[src/rtl/yc_std_switch_ctrl_pkg.sv]
// Shared definitions for the Y/C standard switch controller: FSM encoding,
// conversion standard codes and the black / neutral-chroma levels.
package yc_std_switch_ctrl_pkg;

  typedef enum logic [1:0] {
    ST_IDLE    = 2'd0,
    ST_WAIT_VS = 2'd1,
    ST_MUTE    = 2'd2
  } state_e;

  typedef logic [1:0] std_t;

  localparam std_t STD_BT601  = 2'd0;
  localparam std_t STD_BT709  = 2'd1;
  localparam std_t STD_BT2020 = 2'd2;
  localparam std_t STD_RSVD   = 2'd3;

  localparam int Y_BLACK_8B   = 64;
  localparam int C_NEUTRAL_10B = 512;

  // Black level scaled from its 8-bit definition to the sample width.
  function automatic int y_black(int w);
    return (w >= 8) ? (Y_BLACK_8B << (w - 8)) : (Y_BLACK_8B >> (8 - w));
  endfunction

  // Neutral chroma scaled from its 10-bit definition to the sample width.
  function automatic int c_neutral(int w);
    return (w >= 10) ? (C_NEUTRAL_10B << (w - 10)) : (C_NEUTRAL_10B >> (10 - w));
  endfunction

endpackage

[src/rtl/yc_std_switch_ctrl_if.sv]
// Request/status handshake plus the sync and Y/C sample bus around the
// switch controller. slave = controller side, master = driver side.
interface yc_std_switch_ctrl_if
  import yc_std_switch_ctrl_pkg::*;
#(
  parameter int C_DATA_WIDTH = 10
);
  logic                    std_req;
  std_t                    std_new;
  logic                    VS_in;
  logic                    HS_in;
  logic                    DE_in;
  logic [C_DATA_WIDTH-1:0] Y_in;
  logic [C_DATA_WIDTH-1:0] C_in;

  std_t                    convert_std;
  logic                    std_busy;
  logic                    std_done;
  logic                    std_err;
  logic                    std_timeout;
  logic                    VS_out;
  logic                    HS_out;
  logic                    DE_out;
  logic [C_DATA_WIDTH-1:0] Y_out;
  logic [C_DATA_WIDTH-1:0] C_out;

  modport slave (
    input  std_req, std_new, VS_in, HS_in, DE_in, Y_in, C_in,
    output convert_std, std_busy, std_done, std_err, std_timeout,
           VS_out, HS_out, DE_out, Y_out, C_out
  );

  modport master (
    output std_req, std_new, VS_in, HS_in, DE_in, Y_in, C_in,
    input  convert_std, std_busy, std_done, std_err, std_timeout,
           VS_out, HS_out, DE_out, Y_out, C_out
  );

endinterface

[src/rtl/yc_mute_stage.sv]
// One-cycle register stage for sync and Y/C samples; samples are replaced by
// black / neutral chroma while mute is high, sync always passes through.
module yc_mute_stage
  import yc_std_switch_ctrl_pkg::*;
#(
  parameter int C_DATA_WIDTH = 10
) (
  input  logic                    clk,
  input  logic                    reset,
  input  logic                    mute,
  input  logic                    vs_in,
  input  logic                    hs_in,
  input  logic                    de_in,
  input  logic [C_DATA_WIDTH-1:0] y_in,
  input  logic [C_DATA_WIDTH-1:0] c_in,
  output logic                    vs_out,
  output logic                    hs_out,
  output logic                    de_out,
  output logic [C_DATA_WIDTH-1:0] y_out,
  output logic [C_DATA_WIDTH-1:0] c_out
);

  localparam logic [C_DATA_WIDTH-1:0] Y_BLK = C_DATA_WIDTH'(y_black(C_DATA_WIDTH));
  localparam logic [C_DATA_WIDTH-1:0] C_NEU = C_DATA_WIDTH'(c_neutral(C_DATA_WIDTH));

  always_ff @(posedge clk) begin
    if (reset) begin
      vs_out <= 1'b0;
      hs_out <= 1'b0;
      de_out <= 1'b0;
      y_out  <= '0;
      c_out  <= '0;
    end else begin
      vs_out <= vs_in;
      hs_out <= hs_in;
      de_out <= de_in;
      y_out  <= mute ? Y_BLK : y_in;
      c_out  <= mute ? C_NEU : c_in;
    end
  end

endmodule

[src/rtl/yc_std_switch_ctrl.sv]
// Conversion-standard switch controller: accepts a standard change request,
// applies it on the next frame start (or watchdog expiry) and mutes video
// for C_MUTE_FRAMES frames so the converter's transient is never shown.
module yc_std_switch_ctrl
  import yc_std_switch_ctrl_pkg::*;
#(
  parameter int C_DATA_WIDTH  = 10,
  parameter int C_MUTE_FRAMES = 1,
  parameter int C_VS_TIMEOUT  = 4194304
) (
  input logic                 clk,
  input logic                 reset,
  yc_std_switch_ctrl_if.slave bus
);

  localparam int              WD_W      = $clog2(C_VS_TIMEOUT + 1);
  localparam logic [WD_W-1:0] WD_LAST   = WD_W'(C_VS_TIMEOUT - 1);
  localparam logic [3:0]      MUTE_INIT = 4'(C_MUTE_FRAMES);

  state_e          state, state_nx;
  std_t            pend_std, pend_nx;
  std_t            cur_std, cur_nx;
  logic [3:0]      mute_cnt, cnt_nx;
  logic [WD_W-1:0] wdog, wdog_nx;
  logic            vs_d;
  logic            vs_rise;
  logic            wd_hit;
  logic            done_nx, err_nx, tmo_nx;

  assign vs_rise = bus.VS_in & ~vs_d;
  assign wd_hit  = (wdog == WD_LAST);

  always_ff @(posedge clk) begin
    if (reset) begin
      state           <= ST_IDLE;
      pend_std        <= STD_BT601;
      cur_std         <= STD_BT601;
      mute_cnt        <= '0;
      wdog            <= '0;
      vs_d            <= 1'b0;
      bus.std_done    <= 1'b0;
      bus.std_err     <= 1'b0;
      bus.std_timeout <= 1'b0;
    end else begin
      state           <= state_nx;
      pend_std        <= pend_nx;
      cur_std         <= cur_nx;
      mute_cnt        <= cnt_nx;
      wdog            <= wdog_nx;
      vs_d            <= bus.VS_in;
      bus.std_done    <= done_nx;
      bus.std_err     <= err_nx;
      bus.std_timeout <= tmo_nx;
    end
  end

  always_comb begin
    state_nx = state;
    pend_nx  = pend_std;
    cur_nx   = cur_std;
    cnt_nx   = mute_cnt;
    wdog_nx  = '0;
    done_nx  = 1'b0;
    err_nx   = 1'b0;
    tmo_nx   = 1'b0;
    case (state)
      // VS is deliberately ignored here: a rise coincident with an accepted
      // request must not be taken as the switch point.
      ST_IDLE: begin
        if (bus.std_req) begin
          if (bus.std_new == STD_RSVD) begin
            err_nx = 1'b1;
          end else if (bus.std_new == cur_std) begin
            done_nx = 1'b1;
          end else begin
            pend_nx  = bus.std_new;
            state_nx = ST_WAIT_VS;
          end
        end
      end
      ST_WAIT_VS: begin
        err_nx  = bus.std_req;
        wdog_nx = wdog + 1'b1;
        if (vs_rise || wd_hit) begin
          cur_nx  = pend_std;
          cnt_nx  = MUTE_INIT;
          tmo_nx  = ~vs_rise;
          wdog_nx = '0;
          if (MUTE_INIT == 4'd0) begin
            state_nx = ST_IDLE;
            done_nx  = 1'b1;
          end else begin
            state_nx = ST_MUTE;
          end
        end
      end
      ST_MUTE: begin
        err_nx = bus.std_req;
        if (vs_rise) begin
          cnt_nx = mute_cnt - 4'd1;
          if (mute_cnt <= 4'd1) begin
            cnt_nx   = '0;
            state_nx = ST_IDLE;
            done_nx  = 1'b1;
          end
        end
      end
      default: state_nx = ST_IDLE;
    endcase
  end

  assign bus.convert_std = cur_std;
  assign bus.std_busy    = (state != ST_IDLE);

  yc_mute_stage #(
    .C_DATA_WIDTH(C_DATA_WIDTH)
  ) u_mute (
    .clk   (clk),
    .reset (reset),
    .mute  (state == ST_MUTE),
    .vs_in (bus.VS_in),
    .hs_in (bus.HS_in),
    .de_in (bus.DE_in),
    .y_in  (bus.Y_in),
    .c_in  (bus.C_in),
    .vs_out(bus.VS_out),
    .hs_out(bus.HS_out),
    .de_out(bus.DE_out),
    .y_out (bus.Y_out),
    .c_out (bus.C_out)
  );

endmodule

[src/flat_wrapper.sv]
// flat-port wrapper written by rule: the top's interface ports become plain ports
module yc_std_switch_ctrl_flat import yc_std_switch_ctrl_pkg::*;
#(
  parameter int C_DATA_WIDTH  = 10,
  parameter int C_MUTE_FRAMES = 1,
  parameter int C_VS_TIMEOUT  = 4194304
)
  (clk, reset, bus_std_req, bus_std_new, bus_VS_in, bus_HS_in, bus_DE_in, bus_Y_in, bus_C_in, bus_convert_std, bus_std_busy, bus_std_done, bus_std_err, bus_std_timeout, bus_VS_out, bus_HS_out, bus_DE_out, bus_Y_out, bus_C_out);
  yc_std_switch_ctrl_if #(.C_DATA_WIDTH(C_DATA_WIDTH)) bus_i ();
  input logic clk;
  input logic reset;
  input wire logic [$bits(bus_i.std_req)-1:0] bus_std_req;
  input wire logic [$bits(bus_i.std_new)-1:0] bus_std_new;
  input wire logic [$bits(bus_i.VS_in)-1:0] bus_VS_in;
  input wire logic [$bits(bus_i.HS_in)-1:0] bus_HS_in;
  input wire logic [$bits(bus_i.DE_in)-1:0] bus_DE_in;
  input wire logic [$bits(bus_i.Y_in)-1:0] bus_Y_in;
  input wire logic [$bits(bus_i.C_in)-1:0] bus_C_in;
  output wire logic [$bits(bus_i.convert_std)-1:0] bus_convert_std;
  output wire logic [$bits(bus_i.std_busy)-1:0] bus_std_busy;
  output wire logic [$bits(bus_i.std_done)-1:0] bus_std_done;
  output wire logic [$bits(bus_i.std_err)-1:0] bus_std_err;
  output wire logic [$bits(bus_i.std_timeout)-1:0] bus_std_timeout;
  output wire logic [$bits(bus_i.VS_out)-1:0] bus_VS_out;
  output wire logic [$bits(bus_i.HS_out)-1:0] bus_HS_out;
  output wire logic [$bits(bus_i.DE_out)-1:0] bus_DE_out;
  output wire logic [$bits(bus_i.Y_out)-1:0] bus_Y_out;
  output wire logic [$bits(bus_i.C_out)-1:0] bus_C_out;
  assign bus_i.std_req = bus_std_req;
  assign bus_i.std_new = bus_std_new;
  assign bus_i.VS_in = bus_VS_in;
  assign bus_i.HS_in = bus_HS_in;
  assign bus_i.DE_in = bus_DE_in;
  assign bus_i.Y_in = bus_Y_in;
  assign bus_i.C_in = bus_C_in;
  assign bus_convert_std = bus_i.convert_std;
  assign bus_std_busy = bus_i.std_busy;
  assign bus_std_done = bus_i.std_done;
  assign bus_std_err = bus_i.std_err;
  assign bus_std_timeout = bus_i.std_timeout;
  assign bus_VS_out = bus_i.VS_out;
  assign bus_HS_out = bus_i.HS_out;
  assign bus_DE_out = bus_i.DE_out;
  assign bus_Y_out = bus_i.Y_out;
  assign bus_C_out = bus_i.C_out;
  yc_std_switch_ctrl #(.C_DATA_WIDTH(C_DATA_WIDTH), .C_MUTE_FRAMES(C_MUTE_FRAMES), .C_VS_TIMEOUT(C_VS_TIMEOUT)) u_core (.clk(clk), .reset(reset), .bus(bus_i));
endmodule
[config.mk]
export PLATFORM = sky130hd
export DESIGN_NAME = yc_std_switch_ctrl_flat
export DESIGN_NICKNAME = d
export VERILOG_FILES = /design/src/rtl/yc_std_switch_ctrl_pkg.sv /design/src/rtl/yc_std_switch_ctrl_if.sv /design/src/rtl/yc_mute_stage.sv /design/src/rtl/yc_std_switch_ctrl.sv /design/src/flat_wrapper.sv
export SDC_FILE = /design/constraint.sdc
export NUM_CORES = 1
export LEC_CHECK = 0
export ABC_AREA = 1
export CAP_MARGIN = 5
export CORE_UTILIZATION = 49
export CTS_CLUSTER_DIAMETER = 80
export DETAILED_ROUTE_END_ITERATION = 8
export PLACE_DENSITY = 0.78
export SYNTH_ARGS = -nofsm -noshare
export SYNTH_HDL_FRONTEND = slang
export SYNTH_SLANG_ARGS = --single-unit
[constraint.sdc]
create_clock -name clk -period 2.11 [get_ports clk]
set_input_delay 0.422 -clock clk [delete_from_list [all_inputs] [get_ports clk]]
set_output_delay 0.422 -clock clk [all_outputs]
set_load 0.1 [all_outputs]
==> results of run 1 <==
==> layout make-up <==
class | count | area share [%]
clock buffers | 12 | 4.17
repair buffers | 60 | 16.7
flip-flops and latches | 59 | 36.4
inverters | 49 | 5.67
multi-input cells | 203 | 33.2
clock inverters | 3 | 1.23
well taps | 67 | 2.58
==> through the flow <==
| step | cells | utilization [%] | setup WS [ns] |
|---|---|---|---|
| floorplan | 316 | - | 0.228 |
| global placement | 438 | 64.1 | 0.196 |
| detailed placement | 438 | 64.1 | 0.118 |
| CTS | 453 | 67.8 | 0.258 |
| global route | 453 | 67.8 | 0.194 |
| finish | 453 | 67.8 | 0.262 |
==> synth_stat cells <==
cell type   n  share of area [%]
nand3_4     1               0.71
inv_2       1               0.15
nand2_4     2               0.91
nor2_4      2               0.91
nor3b_1     4                1.2
a2111oi_0   1               0.36
inv_1      46                7.0
nand3b_1    1               0.30
nand2_2     4                1.0
buf_4       2               0.61
xnor2_1     5                1.8
nor4_1      1               0.25
nor2_8      1               0.81
nor2_1     67                 10
clkbuf_1    3               0.46
o21ai_0     5                1.0
o21bai_1    1               0.30
xor2_1      8                2.8
or2_2       2               0.51
nand3_1    17                3.4
a31oi_1     1               0.25
nand4_1     4                1.0
dfxtp_1    59                 48
nand2_1    49                7.5
nand4_2     1               0.51
clkinv_1    2               0.30
or2_0       1               0.25
a21oi_1    12                2.4
nor2_2      1               0.25
nor3_1      4               0.81
ha_1        8                4.1
==> kinds of logic (layout without fill, tap and decap cells) <==
logic type	after synthesis	in the layout	synth area share [%]
adder cells (fa/ha/maj)	8	8	4.06
flip-flops	59	59	47.9
AND/OR/NAND/NOR	162	162	30.6
AO/OA/AOI/OAI	20	20	4.36
buffers and inverters	54	124	8.52
XOR/XNOR	13	13	4.61
==> critical path, delay by kind of cell, from the launching register on <==
kind / cells / cell delay [ns]
buffers and inverters: 3 / 0.44
flip-flops: 1 / 0.40
adder cells (fa/ha/maj): 1 / 0.25
==> metal layers <==
| layer | GRT usage [%] | routed length (um) | up-vias |
|---|---|---|---|
| met5 | 0 | 0 | - |
| met4 | 13.5 | 128 | 0 |
| met3 | 4.70 | 154 | 10 |
| met2 | 35.7 | 2490 | 41 |
| met1 | 24.1 | 2170 | 932 |
| li1 | - | - | 1103 |
==> sequential cells by signal, summed over array words and instances (netlist names), 2 cells and up <==
name,count
u_core.bus.convert_std,2
u_core.mute_cnt,4
u_core.pend_std,2
u_core.state,2
u_core.u_mute.c_out,10
u_core.u_mute.y_out,10
u_core.wdog,23
==> power by group through the flow <==
stage	Sequential [uW]	Clock [uW]	Combinational, uW
3_3_place_gp	1320	0	1380
3_5_place_dp	1320	0	1400
4_1_cts	1300	973	1410
6_report	1300	952	1400
2_1_floorplan	1880	0	482
5_1_grt	1310	1010	1500
==> how the worst max path moves through the flow <==
stage                                     to  slack, ns  cells after the start
after detailed placement  u_core.mute_cnt[0]       0.12                      8
after global routing            bus_std_busy       0.19                      4
final                           bus_std_busy       0.26                      4
after global placement    u_core.mute_cnt[0]       0.20                      8
after CTS                       bus_std_busy       0.26                      4
after floorplan              u_core.wdog[16]       0.23                      5
==> out/results.tsv, run 1 <==
metric	value	unit
status	complete, no violations	
place_congestion	0.797	
final.min_clock_period	1.85	ns
p_comb_share	38.4	%
crit_chain	inv_1, ha_1, inv_1, buf_12	
max_stage_delay	0.40	ns
postCtsSetupBuffers	0	
h-tree-depth	3	
drt_first_iter_violations	98	
dieHeight	73.0	um
rr_startpoint	u_core.wdog[0]	
slew_headroom	72.5	%
syn_area	2470	um^2
drive_gt1_share	15.5	%
io_pins	57	
nFillCells	398	
syn2layout_area_growth	31.4	%
seqCellArea	1180	um^2
skew	0.00846	ns
timing.hold.ws	0.457	ns
r2r-end	u_core.mute_cnt[0]	
hp-class	flop to flop	
setup_violations	0	
diodes	0	
core-area	4790	um^2
p_seq_share	35.5	%
cts_tree	yes	
cap_violations	0	
via_per_inst	4.60	
dpl_cell_area	3070	um^2
wl	4.94	mm
routed-via-count	2086	
num-nets-final	418	
cts_buffer_depth	2	
holdPathEnd	u_core.wdog[22]	
whs_path_depth	2	
hold_viol_final	0	
fin_crit_sh	87.6	%
clk_latency	0.34	ns
intPower	2140	uW
timing.fmax	541	MHz
endpoint_kind	primary output	
grt_max_degree	24	
initial_utilization	51.6	%
grt-ovfl-total	0	
portBuffers	56	
switchingPower	1510	uW
ys_ff_latch	59	
worst_path_max_delay_cell	dfxtp_1	
p_total	3650	uW
arrival	1.43	ns
yosys_warnings	0	
cts.repair.resized	0	
antenna_found_initial	0	
vdd_drop_max	1.05	mV
fp.dieW	73.0	um
hold_start	u_core.wdog[22]	
grt_pass1_vias	1972	
rrSetupSlack	0.44	ns
synth_area_per_cell	7.81	um^2
clk_pin_slew_worst_paths	0.06	ns
drtAntennaViolNets	0	
p_leak	0.00147	uW
tns	0	ns
final_common_cell	nor2_1	
required	1.69	ns
criticalPathCategory	flop to primary output	
rr_worst_depth	10	
wl_per_cell	10.9	um
clockRootBuffer	clkbuf_8	
die_area	5320	um^2
rows	25	
drc	0	
cts_sinks	59	
drt_first_pass_iters	4	
rsz0062_at_grt	false	
final_area	3240	um^2
tightest_slew	0.402	ns
clock_power_share	26.1	%
cts_buffers	9	
crit_start	u_core.state[0]	
powerDensity	1120	nW/um^2
final_cell_mix	nor2_1 (67), dfxtp_1 (59), nand2_1 (49), inv_1 (46), buf_4 (31)	
worstSetupStartpointType	flop	
grt_pass1_wl	8.34	mm
hold_buffers	0	
syn_inst	316	
ys_seq_area_share	47.9	%
ys_types	31	
switching_share	41.3	%
synth_nets	352	
detailed_place_hpwl	3.61	mm
multiInputGateArea	1080	um^2
critPathMaxFanout	4	
final_max_slew_viol_count	0	
track_usage	21.1	%
crit_top_cell	inv_1	
Power figures use the tool's default switching activity.
==> run 2, diff against run 1 <==
--- a/config.mk
+++ b/config.mk
@@ -5,12 +5,12 @@
 export SDC_FILE = /design/constraint.sdc
 export NUM_CORES = 1
 export LEC_CHECK = 0
-export ABC_AREA = 1
+export ABC_AREA = 0
 export CAP_MARGIN = 5
 export CORE_UTILIZATION = 49
 export CTS_CLUSTER_DIAMETER = 80
 export DETAILED_ROUTE_END_ITERATION = 8
-export PLACE_DENSITY = 0.78
+export PLACE_DENSITY = 0.79
 export SYNTH_ARGS = -nofsm -noshare
 export SYNTH_HDL_FRONTEND = slang
 export SYNTH_SLANG_ARGS = --single-unit
==> run 2 against run 1 <==
Power down 14%. Cell count shrank 13%. Die area down 0.59%. Critical path depth grew 2. Highest routed layer unchanged.
==> out/results.tsv, run 2 <==
metric	value	unit
status	complete, no violations	
hold_buffers	0	
critPathMaxFanout	5	
portBuffers	56	
ys_ff_latch	59	
dieHeight	72.7	um
final_cell_mix	dfxtp_1 (59), nor2_1 (39), buf_4 (32), clkdlybuf4s50_1 (27), nand2_1 (20)	
die_area	5290	um^2
postCtsSetupBuffers	0	
diodes	0	
drt_first_pass_iters	4	
criticalPathCategory	flop to flop	
clk_latency	0.33	ns
drtAntennaViolNets	0	
synth_nets	294	
worstSetupStartpointType	flop	
place_worst_setup_slack	0.0804	ns
slew_headroom	41.2	%
num-nets-final	358	
routed-via-count	1940	
hold_viol_final	0	
largest_reg_flops	23	
drive_gt1_share	17.5	%
rsz0062_at_grt	false	
yosys_warnings	0	
rrSetupSlack	0.22	ns
via_per_inst	4.94	
skew	0.00785	ns
timing.fmax	528	MHz
grt_max_degree	19	
final_common_cell	dfxtp_1	
grt-ovfl-total	0	
synthTopCellsByArea	dfxtp_1 (48%), nor2_1 (6.0%), xor2_1 (5.4%)	
cts_sinks	59	
rr_worst_depth	6	
synth_compound_area_share	5.92	%
syn_inst	258	
fp.dieW	72.7	um
clk_pin_slew_worst_paths	0.06	ns
hp-class	flop to flop	
yosysTopAreaCell	dfxtp_1	
syn_area	2450	um^2
final.min_clock_period	1.89	ns
ys_types	41	
place_congestion	0.848	
cts_buffers	9	
clockRootBuffer	clkbuf_8	
rows	25	
whs_path_depth	2	
io_pins	57	
detailed_place_hpwl	3.54	mm
track_usage	20.4	%
required	2.37	ns
drc	0	
synth_top_family_by_area	simple AND/OR/NAND/NOR gates	
core-area	4750	um^2
grt_pass1_vias	1760	
switching_share	37.5	%
wl_per_cell	12.3	um
drt_first_iter_violations	114	
final_max_slew_viol_count	0	
initial_utilization	51.6	%
synth_edf_count	0	
ys_seq_area_share	48.2	%
ys.flop_type	dfxtp_1	
tns	0	ns
layout_setup_ws	0.217	ns
synth_area_per_cell	9.51	um^2
muxShareOfSynthArea	3.27	%
yosys.area_share.simple	28.3	%
synth_top_area_share	48.2	%
ys_top_cells_by_count	dfxtp_1 (59), nor2_1 (39), nand2_1 (20)	
clock_power_share	27.4	%
yosysMostFrequentCell	dfxtp_1	
vdd_drop_max	0.829	mV
yosys.area_share.adder	4.08	%
p_leak	0.00127	uW
intPower	1950	uW
switchingPower	1170	uW
top_regs	u_core.wdog (23), u_core.u_mute.c_out (10), u_core.u_mute.y_out (10)	
endpoint_kind	flop	
synth-xor-area-share	7.14	%
powerDensity	980	nW/um^2
cts.repair.resized	0	
p_comb_share	32.8	%
cts_tree	yes	
grt_pass1_wl	7.96	mm
syn2layout_area_growth	29.8	%
setup_violations	0	
antenna_found_initial	0	
arrival	2.15	ns
regMostFlops	u_core.wdog	
p_seq_share	39.8	%
wl	4.84	mm
h-tree-depth	3	
fin_crit_sh	89.7	%
cts_buffer_depth	2	
ys_async_sr_fraction	0	%
tightest_slew	0.879	ns
cap_violations	0	
run 2: cell count changes in the layout (fill, tap and decap cells not counted), moves of 6 or more:
cell     change
mux2i_1      +8
nor2_1      -28
and2_1      +19
nand2_1     -29
xor2_1       +7
inv_1       -37
a21oi_1      -6
run 2: logic make-up (layout without fill, tap and decap cells):
logic type,after synthesis,count (layout)
fa+ha+maj,8,8
simple gates,127,127
buf+inv,16,84
xor+xnor,20,20
compound gates,20,20
mux,8,8
flops,59,59
run 2: path summary, 6_finish.rpt:
| kind | start | end |
|---|---|---|
| worst min register to register | u_core.wdog[22] | u_core.wdog[22] |
| worst min-delay path | u_core.wdog[22] | u_core.wdog[22] |
| worst max-delay path | u_core.wdog[0] | u_core.bus.convert_std[1] |
| worst max register to register | u_core.wdog[0] | u_core.bus.convert_std[1] |
run 2: power by group through the flow:
stage / combinational (uW) / sequential (uW) / clock (uW)
3_3_place_gp: 1010 / 1260 / 0
2_1_floorplan: 408 / 1620 / 0
6_report: 1020 / 1240 / 855
5_1_grt: 1090 / 1250 / 944
3_5_place_dp: 1020 / 1270 / 0
4_1_cts: 1030 / 1240 / 895
run 2: cell type report:
| type | count | area (um^2) |
|---|---|---|
| clock buffer | 12 | 145 |
| clock inverter | 3 | 15.0 |
| sequential | 59 | 1180 |
| multi-input combinational | 183 | 1190 |
| tap | 67 | 83.8 |
| fill | 420 | 1570 |
| inverter | 9 | 33.8 |
| timing repair buffer | 60 | 531 |
run 2: layer usage:
metal	share of wire, %	up-vias	routed length [um]	track usage, %
met3	3.1	8	151	7.46
met1	44	905	2150	23.0
met5	0	-	0	0
met4	1.6	0	75	12.6
met2	51	33	2460	32.7
li1	-	994	-	-
run 2: worst max-delay path, cell delays in order, from the launching register on:
cell and delay (ns):
dfxtp_1 0.39, ha_1 0.30, nand3_4 0.11, or2_1 0.31, nand4bb_4 0.29, a21boi_4 0.23
mux2i_1 0.19
run 2: stage by stage:
stage          hold slack [ns]  cells  cell area (um^2)  util [%]  total power (uW)
6_report                 0.454    393              3180      67.0              3120
5_1_grt                  0.486    393              3180      67.0              3280
4_1_cts                  0.455    393              3180      67.0              3170
3_5_place_dp             0.447    378              3020      63.6              2290
3_3_place_gp             0.438    378              3020      63.6              2280
2_1_floorplan            0.426    258              2450         -              2020
